`config.mk`:
```
export PLATFORM = sky130hd
export DESIGN_NAME = weight_loader_param_1_flat
export DESIGN_NICKNAME = d
export VERILOG_FILES = /design/src/rtl/weight_loader_param_1_pkg.sv /design/src/rtl/weight_loader_param_1_if.sv /design/src/rtl/weight_loader_param_1.sv /design/src/flat_wrapper.sv
export SDC_FILE = /design/constraint.sdc
export NUM_CORES = 1
export LEC_CHECK = 0
export ABC_AREA = 1
export BUFFER_PORTS_ARGS = -buffer_cell sky130_fd_sc_hd__buf_2
export CAP_MARGIN = 10
export CELL_PAD_IN_SITES_DETAIL_PLACEMENT = 0
export CELL_PAD_IN_SITES_GLOBAL_PLACEMENT = 1
export CORE_ASPECT_RATIO = 0.7
export CORE_MARGIN = 2
export CORE_UTILIZATION = 38
export DETAILED_ROUTE_END_ITERATION = 10
export PLACE_DENSITY = 0.78
export SLEW_MARGIN = 20
export SYNTH_ARGS = -nofsm -noshare
export SYNTH_HDL_FRONTEND = slang
export SYNTH_SLANG_ARGS = --single-unit
```
`constraint.sdc`:
```
create_clock -name clk -period 1.8 [get_ports clk]
set_input_delay 0.18 -clock clk [delete_from_list [all_inputs] [get_ports clk]]
set_output_delay 0.18 -clock clk [all_outputs]
set_load 0.01 [all_outputs]
```
`src/rtl/weight_loader_param_1_pkg.sv`:
```
// Shared types and default dimensions for the weight BRAM loader.
package weight_loader_param_1_pkg;

    // Default image geometry: out maps per multiplier and word pairs per map.
    localparam int NUM_ONEMULT         = 2;
    localparam int NUM_ONE_PIXEL_CYCLE = 4;
    localparam int WEIGHT_ADDR_WIDTH   = 4;
    localparam int WEIGHT_WIDTH        = 16;

    // Loader control states.
    typedef enum logic [1:0] {
        ST_IDLE = 2'd0,
        ST_LOAD = 2'd1,
        ST_DONE = 2'd2
    } load_state_t;

    // Number of weight words in one complete image (two words per pair).
    function automatic int total_words(input int onemult, input int pixel_cycle);
        return onemult * pixel_cycle * 2;
    endfunction

endpackage

```
`src/rtl/weight_loader_param_1_if.sv`:
```
// Weight stream input plus the dual-port BRAM write side of the loader.
interface weight_loader_param_1_if #(
    parameter int WEIGHT_ADDR_WIDTH = 4,
    parameter int WEIGHT_WIDTH      = 16
);
    logic                         s_valid;
    logic                         s_ready;
    logic [WEIGHT_WIDTH-1:0]      s_data;
    logic                         wea;
    logic                         web;
    logic [WEIGHT_ADDR_WIDTH-1:0] addra;
    logic [WEIGHT_ADDR_WIDTH-1:0] addrb;
    logic [WEIGHT_WIDTH-1:0]      dina;
    logic [WEIGHT_WIDTH-1:0]      dinb;

    // Upstream producer / observer of the BRAM writes.
    modport master (
        output s_valid, s_data,
        input  s_ready, wea, web, addra, addrb, dina, dinb
    );

    // The loader itself.
    modport slave (
        input  s_valid, s_data,
        output s_ready, wea, web, addra, addrb, dina, dinb
    );
endinterface

```
`src/rtl/weight_loader_param_1.sv`:
```
// Weight BRAM writer: packs pairs of streamed words into one dual-port write
// (even word on port A, odd word on port B) and flags a complete image.
module weight_loader_param_1
    import weight_loader_param_1_pkg::*;
#(
    parameter int NUM_ONEMULT         = weight_loader_param_1_pkg::NUM_ONEMULT,
    parameter int NUM_ONE_PIXEL_CYCLE = weight_loader_param_1_pkg::NUM_ONE_PIXEL_CYCLE,
    parameter int WEIGHT_ADDR_WIDTH   = weight_loader_param_1_pkg::WEIGHT_ADDR_WIDTH,
    parameter int WEIGHT_WIDTH        = weight_loader_param_1_pkg::WEIGHT_WIDTH
) (
    input  logic                    clk,
    input  logic                    reset,
    input  logic                    start,
    output logic                    load_done,
    weight_loader_param_1_if.slave  bus
);

    localparam int TOTAL_WORDS = total_words(NUM_ONEMULT, NUM_ONE_PIXEL_CYCLE);
    localparam int PAIR_W      = WEIGHT_ADDR_WIDTH - 1;
    localparam logic [PAIR_W-1:0] LAST_PAIR = PAIR_W'(TOTAL_WORDS / 2 - 1);

    // The whole image must fit the BRAM address space.
    generate
        if (TOTAL_WORDS > (1 << WEIGHT_ADDR_WIDTH)) begin : g_size_chk
            $error("weight_loader_param_1: TOTAL_WORDS exceeds 2**WEIGHT_ADDR_WIDTH");
        end
    endgenerate

    load_state_t                  state_r;
    load_state_t                  state_nxt_s;
    logic                         phase_r;
    logic                         phase_nxt_s;
    logic [PAIR_W-1:0]            pair_cnt_r;
    logic [PAIR_W-1:0]            pair_cnt_nxt_s;
    logic [WEIGHT_WIDTH-1:0]      hold_r;
    logic [WEIGHT_WIDTH-1:0]      hold_nxt_s;
    logic                         we_r;
    logic                         we_nxt_s;
    logic [WEIGHT_ADDR_WIDTH-1:0] addra_r;
    logic [WEIGHT_ADDR_WIDTH-1:0] addra_nxt_s;
    logic [WEIGHT_ADDR_WIDTH-1:0] addrb_r;
    logic [WEIGHT_ADDR_WIDTH-1:0] addrb_nxt_s;
    logic [WEIGHT_WIDTH-1:0]      dina_r;
    logic [WEIGHT_WIDTH-1:0]      dina_nxt_s;
    logic [WEIGHT_WIDTH-1:0]      dinb_r;
    logic [WEIGHT_WIDTH-1:0]      dinb_nxt_s;
    logic                         load_done_r;
    logic                         load_done_nxt_s;
    logic                         s_ready_s;
    logic                         xfer_s;

    // Ready purely from state: the BRAM never back-pressures the loader.
    assign s_ready_s = (state_r == ST_LOAD);
    assign xfer_s    = bus.s_valid && s_ready_s;

    // Next-state and datapath decode; every register holds unless told otherwise.
    always_comb begin
        state_nxt_s     = state_r;
        phase_nxt_s     = phase_r;
        pair_cnt_nxt_s  = pair_cnt_r;
        hold_nxt_s      = hold_r;
        we_nxt_s        = 1'b0;
        addra_nxt_s     = addra_r;
        addrb_nxt_s     = addrb_r;
        dina_nxt_s      = dina_r;
        dinb_nxt_s      = dinb_r;
        load_done_nxt_s = load_done_r;
        case (state_r)
            ST_IDLE, ST_DONE: begin
                if (start) begin
                    // Begin/restart: a fresh image always starts at pair 0, even phase.
                    state_nxt_s     = ST_LOAD;
                    phase_nxt_s     = 1'b0;
                    pair_cnt_nxt_s  = '0;
                    load_done_nxt_s = 1'b0;
                end else begin
                    state_nxt_s     = state_r;
                end
            end
            ST_LOAD: begin
                if (xfer_s) begin
                    if (!phase_r) begin
                        // Even word waits in the hold register for its partner.
                        hold_nxt_s  = bus.s_data;
                        phase_nxt_s = 1'b1;
                    end else begin
                        // Odd word completes the pair: write both ports next cycle.
                        we_nxt_s       = 1'b1;
                        addra_nxt_s    = {pair_cnt_r, 1'b0};
                        addrb_nxt_s    = {pair_cnt_r, 1'b1};
                        dina_nxt_s     = hold_r;
                        dinb_nxt_s     = bus.s_data;
                        phase_nxt_s    = 1'b0;
                        pair_cnt_nxt_s = pair_cnt_r + PAIR_W'(1);
                        if (pair_cnt_r == LAST_PAIR) begin
                            // Done flag rises together with the final write strobe.
                            state_nxt_s     = ST_DONE;
                            load_done_nxt_s = 1'b1;
                        end else begin
                            state_nxt_s     = ST_LOAD;
                        end
                    end
                end else begin
                    // Stream gap: phase and hold word are kept as long as needed.
                    state_nxt_s = ST_LOAD;
                end
            end
            default: begin
                state_nxt_s     = ST_IDLE;
                phase_nxt_s     = 1'b0;
                pair_cnt_nxt_s  = '0;
                load_done_nxt_s = 1'b0;
            end
        endcase
    end

    // FSM state register.
    always_ff @(posedge clk or posedge reset) begin
        if (reset) begin
            state_r <= ST_IDLE;
        end else begin
            state_r <= state_nxt_s;
        end
    end

    // Datapath and registered write-port outputs; reset discards any partial image.
    always_ff @(posedge clk or posedge reset) begin
        if (reset) begin
            phase_r     <= 1'b0;
            pair_cnt_r  <= '0;
            hold_r      <= '0;
            we_r        <= 1'b0;
            addra_r     <= '0;
            addrb_r     <= '0;
            dina_r      <= '0;
            dinb_r      <= '0;
            load_done_r <= 1'b0;
        end else begin
            phase_r     <= phase_nxt_s;
            pair_cnt_r  <= pair_cnt_nxt_s;
            hold_r      <= hold_nxt_s;
            we_r        <= we_nxt_s;
            addra_r     <= addra_nxt_s;
            addrb_r     <= addrb_nxt_s;
            dina_r      <= dina_nxt_s;
            dinb_r      <= dinb_nxt_s;
            load_done_r <= load_done_nxt_s;
        end
    end

    // Both ports always write together, so one strobe register drives both.
    assign bus.s_ready = s_ready_s;
    assign bus.wea     = we_r;
    assign bus.web     = we_r;
    assign bus.addra   = addra_r;
    assign bus.addrb   = addrb_r;
    assign bus.dina    = dina_r;
    assign bus.dinb    = dinb_r;
    assign load_done   = load_done_r;

endmodule
```
`src/flat_wrapper.sv`:
```
// flat-port wrapper written by rule: the top's interface ports become plain ports
module weight_loader_param_1_flat import weight_loader_param_1_pkg::*;
#(
    parameter int NUM_ONEMULT         = weight_loader_param_1_pkg::NUM_ONEMULT,
    parameter int NUM_ONE_PIXEL_CYCLE = weight_loader_param_1_pkg::NUM_ONE_PIXEL_CYCLE,
    parameter int WEIGHT_ADDR_WIDTH   = weight_loader_param_1_pkg::WEIGHT_ADDR_WIDTH,
    parameter int WEIGHT_WIDTH        = weight_loader_param_1_pkg::WEIGHT_WIDTH
)
  (clk, reset, start, load_done, bus_s_valid, bus_s_data, bus_s_ready, bus_wea, bus_web, bus_addra, bus_addrb, bus_dina, bus_dinb);
  weight_loader_param_1_if #(.WEIGHT_ADDR_WIDTH(WEIGHT_ADDR_WIDTH), .WEIGHT_WIDTH(WEIGHT_WIDTH)) bus_i ();
  input  logic clk;
  input  logic reset;
  input  logic start;
  output logic load_done;
  input wire logic [$bits(bus_i.s_valid)-1:0] bus_s_valid;
  input wire logic [$bits(bus_i.s_data)-1:0] bus_s_data;
  output wire logic [$bits(bus_i.s_ready)-1:0] bus_s_ready;
  output wire logic [$bits(bus_i.wea)-1:0] bus_wea;
  output wire logic [$bits(bus_i.web)-1:0] bus_web;
  output wire logic [$bits(bus_i.addra)-1:0] bus_addra;
  output wire logic [$bits(bus_i.addrb)-1:0] bus_addrb;
  output wire logic [$bits(bus_i.dina)-1:0] bus_dina;
  output wire logic [$bits(bus_i.dinb)-1:0] bus_dinb;
  assign bus_i.s_valid = bus_s_valid;
  assign bus_i.s_data = bus_s_data;
  assign bus_s_ready = bus_i.s_ready;
  assign bus_wea = bus_i.wea;
  assign bus_web = bus_i.web;
  assign bus_addra = bus_i.addra;
  assign bus_addrb = bus_i.addrb;
  assign bus_dina = bus_i.dina;
  assign bus_dinb = bus_i.dinb;
  weight_loader_param_1 #(.NUM_ONEMULT(NUM_ONEMULT), .NUM_ONE_PIXEL_CYCLE(NUM_ONE_PIXEL_CYCLE), .WEIGHT_ADDR_WIDTH(WEIGHT_ADDR_WIDTH), .WEIGHT_WIDTH(WEIGHT_WIDTH)) u_core (.clk(clk), .reset(reset), .start(start), .load_done(load_done), .bus(bus_i));
endmodule
```
==> out/summary.txt <==
==========================================================================================
Die H ....................................................................... 70.3 microns
Count of pins over their slew limit .........................................            0
Reg2reg start ............................................................... u_core.state_r[1]
Number of cells traversed by the worst hold path ............................            3
Most common cell after layout, fill and taps aside ..........................      nand2_1
Sequential cell area fraction in the yosys report ...........................        62.9%
Port bufs ...................................................................           62
Antenna cells ...............................................................            0
Final critical-path required period .........................................      1470 ps
Number of buffers inserted during clock tree synthesis ......................            9
Summed area of non-filler cells in the final layout ......................... 0.00302 sq mm
Vias in the first global route ..............................................         1732
GRT Total Usage .............................................................        15.3%
Final critical-path share of the clock period ...............................        81.5%
Clock tree from TritonCTS ...................................................          yes
Number of standard cells in the layout, taps in and fillers out .............          405
Root cell of the clock tree .................................................     clkbuf_8
Total core area ............................................................. 0.00616 sq mm
Biggest fanout along the worst timing path ..................................           19
Total standard cell area after synthesis .................................... 0.00239 sq mm
TritonCTS sink count ........................................................           60
Placed instance area ........................................................ 0.00276 sq mm
Growth of design area from synthesis to finish ..............................        26.4%
Source-to-sink clock delay at the later pin of the worst-skew pair ..........       340 ps
Number of buffers inserted to repair setup after CTS ........................            0
Cells after synthesis .......................................................          259
Total die area .............................................................. 0.00694 sq mm
Layout Skew .................................................................      8.93 ps
Proportion of register bits with asynchronous set or reset after synthesis ..         100%
Flip-flop cell with the highest count after synthesis .......................      dfrtp_1
Result of the run ........................................................... finished clean
Number of nets in the synthesized netlist ...................................          281
HP Start .................................................................... bus_s_data[1]
Detailed-router iteration count before antenna repair .......................            4
Cell leakage power ..........................................................      1.71 nW
Final count of hold timing violations .......................................            0
Wire length of the first global-routing pass ................................      8.19 mm
Post-synthesis cell type count ..............................................           17
H-tree depth ................................................................            3
Sink of the worst hold path ................................................. u_core.bus.dinb[1]
Initial antenna violation count .............................................            0
Number of DRC markers after the initial detailed-route iteration ............          107
Count of final setup violators ..............................................            0
Flop-to-flop setup slack ....................................................       330 ps
Final nets ..................................................................          344
Number of enable-type register cells in the synthesized netlist .............            0
Worst VDD drop ..............................................................     0.728 mV
Delay of the slowest cell on the worst path .................................       450 ps
Depth of the worst register-to-register path ................................            5
Number of placed instances, taps included ...................................          388
Worst-path cell with the longest stage delay ................................      dfrtp_1
Leading cell types in the layout, fill and taps excluded .................... nand2_1 (105), buf_2 (62), dfrtp_1 (60)
Antenna-violating nets left .................................................            0
Max-cap viol count ..........................................................            0
Per-instance average area after synthesis ...................................   9.22 sq um
Critical Path Source Type ...................................................         flop
Initial core utilization ....................................................        38.8%
Total wire length after detailed routing ....................................      4.73 mm
Highest clock rate ..........................................................    0.682 GHz
Top-Level Pins ..............................................................           64
Largest net degree at the start of global routing ...........................           51
Layout filler cell count ....................................................          614
Critical Path RT ............................................................      2020 ps
Post-synthesis sequential element count .....................................           60
Via count ...................................................................         1771
Grt ovf .....................................................................            0
Final TNS setup .............................................................         0 ps
Power density over the cells ................................................ 1790 mW/mm^2
Fraction of layout cells with a size suffix above 1 .........................        27.2%
Drt drc .....................................................................            0
Wire per inst ............................................................... 11.7 microns
Cell breakdown of the critical path ......................................... nor2_8, nand3_2, buf_12, nand2_1, o21ai_1
Clock edge transition at the registers on the reported setup and hold paths .        70 ps
Number of cell rows .........................................................           24
Routability congestion estimate .............................................        0.781
Setup repair after global routing missed its margin .........................           no
Synth Warn # ................................................................            0
Total half-perimeter wirelength after legalization and detailed placement ...      3.24 mm
Via count normalized by instance count ......................................         4.37
Reg-to-reg critical path endpoint ........................................... u_core.hold_r[0]
Start-to-end type of the worst setup path ...................................   reg -> reg
CP Data Arrival Time ........................................................      1690 ps
Worst hold path class .......................................................    in -> reg
Die Span X .................................................................. 98.7 microns
Worst-case clock buffer depth ...............................................            2
Critical path endpoint category .............................................         flop
==========================================================================================
## state kept, by name (all words and copies together), names as in the netlist
signal             cells
u_core.bus.wea         1
u_core.phase_r         1
u_core.pair_cnt_r      3
u_core.state_r         2
u_core.hold_r         16
u_core.bus.dinb       16
u_core.bus.dina       16
u_core.bus.addrb       4
u_core.load_done       1
## metrics by stage
stage | hold slack (ps) | setup slack (ps) | total power (W) | util [%]
final | 93.7 | 334 | 0.00539 | 49.0
after global routing | 86.2 | 206 | 0.00581 | 49.0
after CTS | 86.7 | 315 | 0.00547 | 49.0
after detailed placement | 132 | 329 | 0.00396 | 44.8
after global placement | 129 | 375 | 0.00391 | 44.8
after floorplan | 333 | 135 | 0.00334 | -
## worst max-delay path, delay by kind of cell, from the launching register on
| kind | cells | cell delay (ps) |
|---|---|---|
| buf+inv | 1 | 290 |
| compound gates | 1 | 60 |
| simple gates | 3 | 560 |
| flops | 1 | 450 |
## Yosys cell counts (2+ instances only)
cell	count	area [sq um]
nand3_1	3	15.0
o21ai_1	34	170
nand2_1	105	394
buf_2	8	40.0
dfrtp_1	60	1500
buf_4	7	52.6
inv_2	3	11.3
ha_1	2	25.0
inv_1	25	93.8
nand3_2	2	20.0
nor2_1	4	15.0
## kinds of logic (layout without fill, tap and decap cells)
family | after synthesis | count (layout) | synth area share [%]
other cells | 1 | 1 | 0.157
buf+inv | 43 | 111 | 8.28
compound gates | 36 | 36 | 7.65
fa+ha+maj | 2 | 2 | 1.05
simple gates | 117 | 117 | 20.0
flops | 60 | 60 | 62.9
## how the worst max path moves through the flow
stage | from | to | slack [ps] | cells after the start
after detailed placement | u_core.state_r[1] | u_core.hold_r[12] | 330 | 5
after global placement | u_core.state_r[1] | u_core.hold_r[0] | 370 | 5
final | u_core.state_r[1] | u_core.hold_r[0] | 330 | 5
after floorplan | reset | u_core.bus.addrb[0] | 140 | 1
after CTS | u_core.state_r[1] | u_core.hold_r[0] | 310 | 5
after global routing | u_core.state_r[1] | u_core.hold_r[13] | 210 | 5
## power breakdown
group / switching, W / internal (W) / total (W)
clock network: 0.000530 / 0.000957 / 0.00149
registers: 0.000313 / 0.00192 / 0.00223
logic: 0.000986 / 0.000681 / 0.00167
## repair_timing
item                      in CTS  in global routing
hold endpoints to repair      10                  0
hold buffers                   1                  0
resized for setup              0                  0
## layer usage
metal  track usage [%]  vias to the layer above  wire length (microns)
met5                 0                        -                      0
met1              20.2                      805                   2270
met2              22.1                       43                   2070
li1                  -                      916                      -
met4              5.94                        0                     78
met3              6.81                        7                    314
## area by class of cell
class | count | area (sq um) | area share (%)
Multi-Input combinational cell | 156 | 688 | 22.8
Clock inverter | 6 | 111 | 3.69
Tap cell | 78 | 97.6 | 3.24
Timing Repair Buffer | 67 | 375 | 12.4
Sequential cell | 60 | 1500 | 49.8
Inverter | 28 | 105 | 3.48
Clock buffer | 10 | 138 | 4.56
(Power assumes the default switching activity.)
